## config.mk

```make
export PLATFORM = sky130hd
export DESIGN_NAME = cfg_reg_bank
export DESIGN_NICKNAME = d
export VERILOG_FILES = /design/src/rtl/cfg_reg_bank_pkg.sv /design/src/rtl/cfg_reg_bank.sv
export SDC_FILE = /design/constraint.sdc
export NUM_CORES = 1
export LEC_CHECK = 0
export CAP_MARGIN = 20
export CORE_ASPECT_RATIO = 1.75
export CORE_MARGIN = 8
export CORE_UTILIZATION = 50
export CTS_BUF_LIST = sky130_fd_sc_hd__clkbuf_8
export CTS_CLUSTER_DIAMETER = 50
export DETAILED_ROUTE_END_ITERATION = 10
export PLACE_DENSITY = 0.81
export SYNTH_ARGS = -nofsm -noshare
export SYNTH_HDL_FRONTEND = slang
export SYNTH_SLANG_ARGS = --single-unit
```

## constraint.sdc

```tcl
create_clock -name clk -period 2.9 [get_ports clk]
set_input_delay 0.29 -clock clk [delete_from_list [all_inputs] [get_ports clk]]
set_output_delay 0.29 -clock clk [all_outputs]
set_load 0.005 [all_outputs]
```

## src/rtl/cfg_reg_bank_pkg.sv

```systemverilog
// Shared register indices and byte-lane merge helpers for the config register bank.
package cfg_reg_bank_pkg;

    localparam int unsigned REG_ID      = 0;
    localparam int unsigned REG_STATUS  = 1;
    localparam int unsigned REG_IRQ_EN  = 2;
    localparam int unsigned REG_RW_BASE = 3;
    localparam int unsigned BYTE_W      = 8;

    // Plain RW byte lane: take the write data when the lane is enabled.
    function automatic logic [BYTE_W-1:0] strb_merge(
        input logic [BYTE_W-1:0] cur,
        input logic [BYTE_W-1:0] wdat,
        input logic              en
    );
        return en ? wdat : cur;
    endfunction

    // W1C byte lane with hardware set; set is applied after the clear so it wins.
    function automatic logic [BYTE_W-1:0] w1c_merge(
        input logic [BYTE_W-1:0] cur,
        input logic [BYTE_W-1:0] clr,
        input logic              en,
        input logic [BYTE_W-1:0] set
    );
        return (cur & ~(en ? clr : BYTE_W'(0))) | set;
    endfunction

endpackage

```

## src/rtl/cfg_reg_bank.sv

```systemverilog
// Config register bank: ID, W1C STATUS, IRQ_EN and general RW registers on a
// simple wr/rd register port with one-cycle read latency and a level irq.
module cfg_reg_bank
    import cfg_reg_bank_pkg::*;
#(
    parameter int unsigned            ADDR_WIDTH = 32,
    parameter int unsigned            DATA_WIDTH = 32,
    parameter int unsigned            STRB_WIDTH = DATA_WIDTH / 8,
    parameter int unsigned            NUM_REGS   = 16,
    parameter logic [ADDR_WIDTH-1:0]  BASE_ADDR  = '0,
    parameter logic [DATA_WIDTH-1:0]  ID_VALUE   = DATA_WIDTH'(32'hC0F1_0001),
    parameter logic [DATA_WIDTH-1:0]  RW_RESET   = '0
) (
    input  logic                                 clk,
    input  logic                                 rst,
    input  logic                                 wr,
    input  logic [ADDR_WIDTH-1:0]                waddr,
    input  logic [DATA_WIDTH-1:0]                wdata,
    input  logic [STRB_WIDTH-1:0]                wstrb,
    input  logic                                 rd,
    input  logic [ADDR_WIDTH-1:0]                raddr,
    output logic [DATA_WIDTH-1:0]                rdata,
    output logic                                 rvalid,
    input  logic [DATA_WIDTH-1:0]                status_set,
    output logic [(NUM_REGS-3)*DATA_WIDTH-1:0]   ctrl_q,
    output logic                                 irq
);

    localparam int unsigned NUM_RW   = NUM_REGS - REG_RW_BASE;
    localparam int unsigned OFF_BITS = $clog2(STRB_WIDTH);

    logic [DATA_WIDTH-1:0] status_q, status_d;
    logic [DATA_WIDTH-1:0] irq_en_q, irq_en_d;
    logic [DATA_WIDTH-1:0] rw_q [NUM_RW];
    logic [DATA_WIDTH-1:0] rw_d [NUM_RW];
    logic [DATA_WIDTH-1:0] rd_val;

    logic [ADDR_WIDTH-1:0] w_idx, r_idx;
    logic                  w_map, r_map;
    logic                  sel_status, sel_irq_en;

    // Word index decode; addresses below the base wrap high and are caught explicitly.
    assign w_idx = (waddr - BASE_ADDR) >> OFF_BITS;
    assign r_idx = (raddr - BASE_ADDR) >> OFF_BITS;
    assign w_map = (waddr >= BASE_ADDR) && (w_idx < ADDR_WIDTH'(NUM_REGS));
    assign r_map = (raddr >= BASE_ADDR) && (r_idx < ADDR_WIDTH'(NUM_REGS));

    assign sel_status = wr && w_map && (w_idx == ADDR_WIDTH'(REG_STATUS));
    assign sel_irq_en = wr && w_map && (w_idx == ADDR_WIDTH'(REG_IRQ_EN));

    // Next register contents from the write port and hardware status events.
    always_comb begin
        status_d = status_q;
        irq_en_d = irq_en_q;
        rw_d     = rw_q;
        for (int unsigned b = 0; b < STRB_WIDTH; b++) begin
            status_d[b*BYTE_W +: BYTE_W] = w1c_merge(status_q[b*BYTE_W +: BYTE_W],
                                                     wdata[b*BYTE_W +: BYTE_W],
                                                     sel_status && wstrb[b],
                                                     status_set[b*BYTE_W +: BYTE_W]);
            irq_en_d[b*BYTE_W +: BYTE_W] = strb_merge(irq_en_q[b*BYTE_W +: BYTE_W],
                                                      wdata[b*BYTE_W +: BYTE_W],
                                                      sel_irq_en && wstrb[b]);
        end
        for (int unsigned r = 0; r < NUM_RW; r++) begin
            for (int unsigned b = 0; b < STRB_WIDTH; b++) begin
                rw_d[r][b*BYTE_W +: BYTE_W] = strb_merge(
                    rw_q[r][b*BYTE_W +: BYTE_W], wdata[b*BYTE_W +: BYTE_W],
                    wr && w_map && (w_idx == ADDR_WIDTH'(REG_RW_BASE + r)) && wstrb[b]);
            end
        end
    end

    // Read mux over current (pre-write) contents; unmapped reads return zero.
    always_comb begin
        rd_val = '0;
        if (r_map) begin
            if (r_idx == ADDR_WIDTH'(REG_ID)) begin
                rd_val = ID_VALUE;
            end else if (r_idx == ADDR_WIDTH'(REG_STATUS)) begin
                rd_val = status_q;
            end else if (r_idx == ADDR_WIDTH'(REG_IRQ_EN)) begin
                rd_val = irq_en_q;
            end
            for (int unsigned r = 0; r < NUM_RW; r++) begin
                if (r_idx == ADDR_WIDTH'(REG_RW_BASE + r)) begin
                    rd_val = rw_q[r];
                end
            end
        end
    end

    always_ff @(posedge clk) begin
        if (rst) begin
            status_q <= '0;
            irq_en_q <= '0;
            for (int unsigned r = 0; r < NUM_RW; r++) begin
                rw_q[r] <= RW_RESET;
            end
            rdata    <= '0;
            rvalid   <= 1'b0;
            irq      <= 1'b0;
        end else begin
            status_q <= status_d;
            irq_en_q <= irq_en_d;
            rw_q     <= rw_d;
            rvalid   <= rd;
            if (rd) begin
                rdata <= rd_val;
            end
            irq      <= |(status_q & irq_en_q);
        end
    end

    for (genvar g = 0; g < NUM_RW; g++) begin : g_ctrl
        assign ctrl_q[g*DATA_WIDTH +: DATA_WIDTH] = rw_q[g];
    end

endmodule

```

==> results of run 1 <==
-- stage by stage --
| step | std cells | cell area (um^2) | power, mW | setup slack, ns |
|---|---|---|---|---|
| 2_1_floorplan | 2569 | 24240 | 7.697 | 0.6082 |
| 3_3_place_gp | 3857 | 32370 | 8.227 | -0.1387 |
| 3_5_place_dp | 3857 | 32370 | 8.245 | -0.2156 |
| 4_1_cts | 3989 | 33910 | 14.24 | 0.4739 |
| 5_1_grt | 3992 | 33920 | 14.59 | 0.02510 |
| 6_report | 3992 | 33920 | 14.29 | 0.1044 |
-- cells in the final DEF (no fill, tap or decap), types with 30 or more instances in the layout --
master           instances
a22oi_1                 30
inv_1                   51
nand4_1                 53
nor2_1                 554
buf_4                  226
a21oi_1                 86
mux2i_1                481
dfxtp_1                514
clkdlybuf4s50_1        578
nand2_1                 45
o21ai_0                 56
buf_12                  33
clkbuf_8                93
-- cell type report --
cell class | count | area, um^2
Sequential cell | 514 | 10290
Fill cell | 3813 | 14410
Clock buffer | 93 | 1280
Tap cell | 654 | 818.3
Inverter | 29 | 108.9
Antenna cell | 3 | 7.507
Multi-Input combinational cell | 1821 | 12990
Clock inverter | 39 | 260.3
Timing Repair Buffer | 839 | 8163
-- registers in the layout (all words and copies together) (netlist names) --
name,cells
status_q,32
rvalid,1
ctrl_q,416
rdata,32
irq_en_q,32
irq,1
-- power by group --
group	total (mW)	switching, mW	internal (mW)
logic	0.994	0.646	0.348
registers	7.14	0.0544	7.09
clock network	6.15	2.98	3.17
total	14.3	3.68	10.6
-- worst max-delay path: cells and delay by family --
kind | cells | cell delay [ns]
buffers and inverters | 3 | 0.89
and+or+nand+nor | 4 | 1.31
AOI/OAI and AO/OA | 2 | 0.85
-- layer usage --
layer  part of all wire, %  track usage [%]
met1                    34            45.60
met3                    10            10.70
met2                    45            67.27
met5                     0                0
met4                    10            34.59
-- worst min path at each step --
stage                             start     endpoint  slack, ns  depth (start not counted)
after floorplan           status_set[0]  status_q[0]       0.41                          2
after global placement        rdata[30]    rdata[30]       0.45                          1
after detailed placement      rdata[30]    rdata[30]       0.46                          1
after CTS                           rst  ctrl_q[213]       0.03                          2
after global routing                rst  ctrl_q[358]       0.06                          2
final                               rst  ctrl_q[213]       0.03                          2
-- cell families (layout without fill, tap and decap cells) --
logic type	after synthesis	in the layout	synth area share [%]
buffers and inverters	234	1000	4.191
and+or+nand+nor	888	888	19.07
DFF	514	514	42.45
AOI/OAI and AO/OA	421	421	12.58
other	0	3	0
muxes	511	511	21.67
xor gates and xnor gates	1	1	0.03614
==> results.yml, run 1 <==
outcome:
  outcome: "finished, final reports clean"
layout:
  final_core_util_pct: 70.18
  synthToLayoutAreaGrowth_pct: 39.92
  drive_above_1_share_pct: 15.08
  finalNetCount: 3416
route:
  wirelength_um: 121200
  dr.pass1.iters: 5
  via_count: 25565
  avgViaCountPerCell: 6.404
  post_drt_wl_per_cell_um: 30.36
  drc: 0
  dr.first_iter.drc_count: 3416
  drt.antenna.violating_nets: 0
sta:
  setup_violations: 0
  relSlewSlack_pct: 32.38
  grt_setup_unrepaired: "false"
  timing.hold.ws_ns: 0.02869
  period_minus_slack_ns: 2.796
  finalHoldViolCount: 0
  timing.fmax_mhz: 357.7
  clock_skew_ns: 0.02225
  tns_ns: 0
  slew_viol_final: 0
  worst_pin_slew_ns: 1.011
  post-route-period-util_pct: 96.40
worst_setup_path:
  crit_path_end: "rdata[20]"
  cp_slowest_stage_delay_ns: 0.63
  cp-start-kind: "input port"
  reg2reg_from: "status_q[10]"
  criticalPathCategory: "in2reg"
  rrSetupSlack_ns: 0.73
  setup.worst_path.start: "raddr[10]"
  arrival_ns: 3.34
  cp_cell_sequence: "clkdlybuf4s50_1 -> nor4_1 -> and4_1 -> buf_12 -> nand4_1 -> o22ai_1 -> nor2_1 -> buf_4 -> o311a_1"
  required_ns: 3.45
  cp-end-kind: "flop"
  crit_slowest_cell: "nor4_1"
  path_max_fanout: 22
  reg2reg_to: "rdata[10]"
  reg2regPathDepth: 7
power:
  worst_ir_drop_vdd_mv: 0.3208
  p_leak_nw: 15.51
  power_density_mw_per_mm2: 421.2
clocking:
  post_cts_buffers: 0
  cts-root-buf: "clkbuf_8"
  cts_buffers: 75
  cts_tree: "done"
  hold_buffers: 0
  cts_buffer_depth: 3
  post_cts_resized: 0
  path_clk_slew_ns: 0.07
  clock_latency_ns: 0.67
  htreeDepth: 3
  clock_sinks: 514
floorplan:
  die_area_mm2: 0.05606
  num_rows: 107
  die_y_um: 307.3
  ioPinCount: 586
  start_util_pct: 50.16
  core_mm2: 0.04833
  fp.dieW_um: 182.5
logic_synthesis:
  synth_edf_count: 0
  synth_fp_nets: 2705
  yosys-top-cells-area: "dfxtp_1 (42%), mux2i_1 (20%), nor2_1 (8.6%)"
  ys_warn_count: 0
  synth-seq-cells: 514
  syn_inst: 2569
  synth_top_area_share_pct: 42.45
  yosysMostFrequentCell: "nor2_1"
  yosysTopAreaCell: "dfxtp_1"
  ys_types: 77
  synth_top_cells_by_count: "nor2_1 (555), dfxtp_1 (514), mux2i_1 (481)"
  synth_ff_type: "dfxtp_1"
  synthArstFlopShare_pct: 0
  yosysSeqAreaShare_pct: 42.45
  syn-cell-area_mm2: 0.02424
  syn_area_per_cell_um2: 9.436
place:
  io_buffers: 581
  place.gp.congestion: 1.002
  dpl.hpwl_um: 91400
grt:
  grt_max_degree: 185
  grt_pass1_vias: 25437
  antenna_found_initial: 3
  grt.total_usage_pct: 41.66
  grt-ovfl-total: 0
  grt_pass1_wl_um: 173200
worst_hold_path:
  hold_class: "in2reg"
job:
  max_cap_viol_count: 0
Note: power is estimated with default switching activity, not from simulation.
==> inputs of run 2 (changes only) <==
--- a/config.mk
+++ b/config.mk
@@ -13,6 +13,7 @@
 export CTS_CLUSTER_DIAMETER = 50
 export DETAILED_ROUTE_END_ITERATION = 10
 export PLACE_DENSITY = 0.81
+export SKIP_LAST_GASP = 1
 export SYNTH_ARGS = -nofsm -noshare
 export SYNTH_HDL_FRONTEND = slang
 export SYNTH_SLANG_ARGS = --single-unit
==> results of run 2 <==
No change in the layout: final DEF, timing and power equal those of run 1.
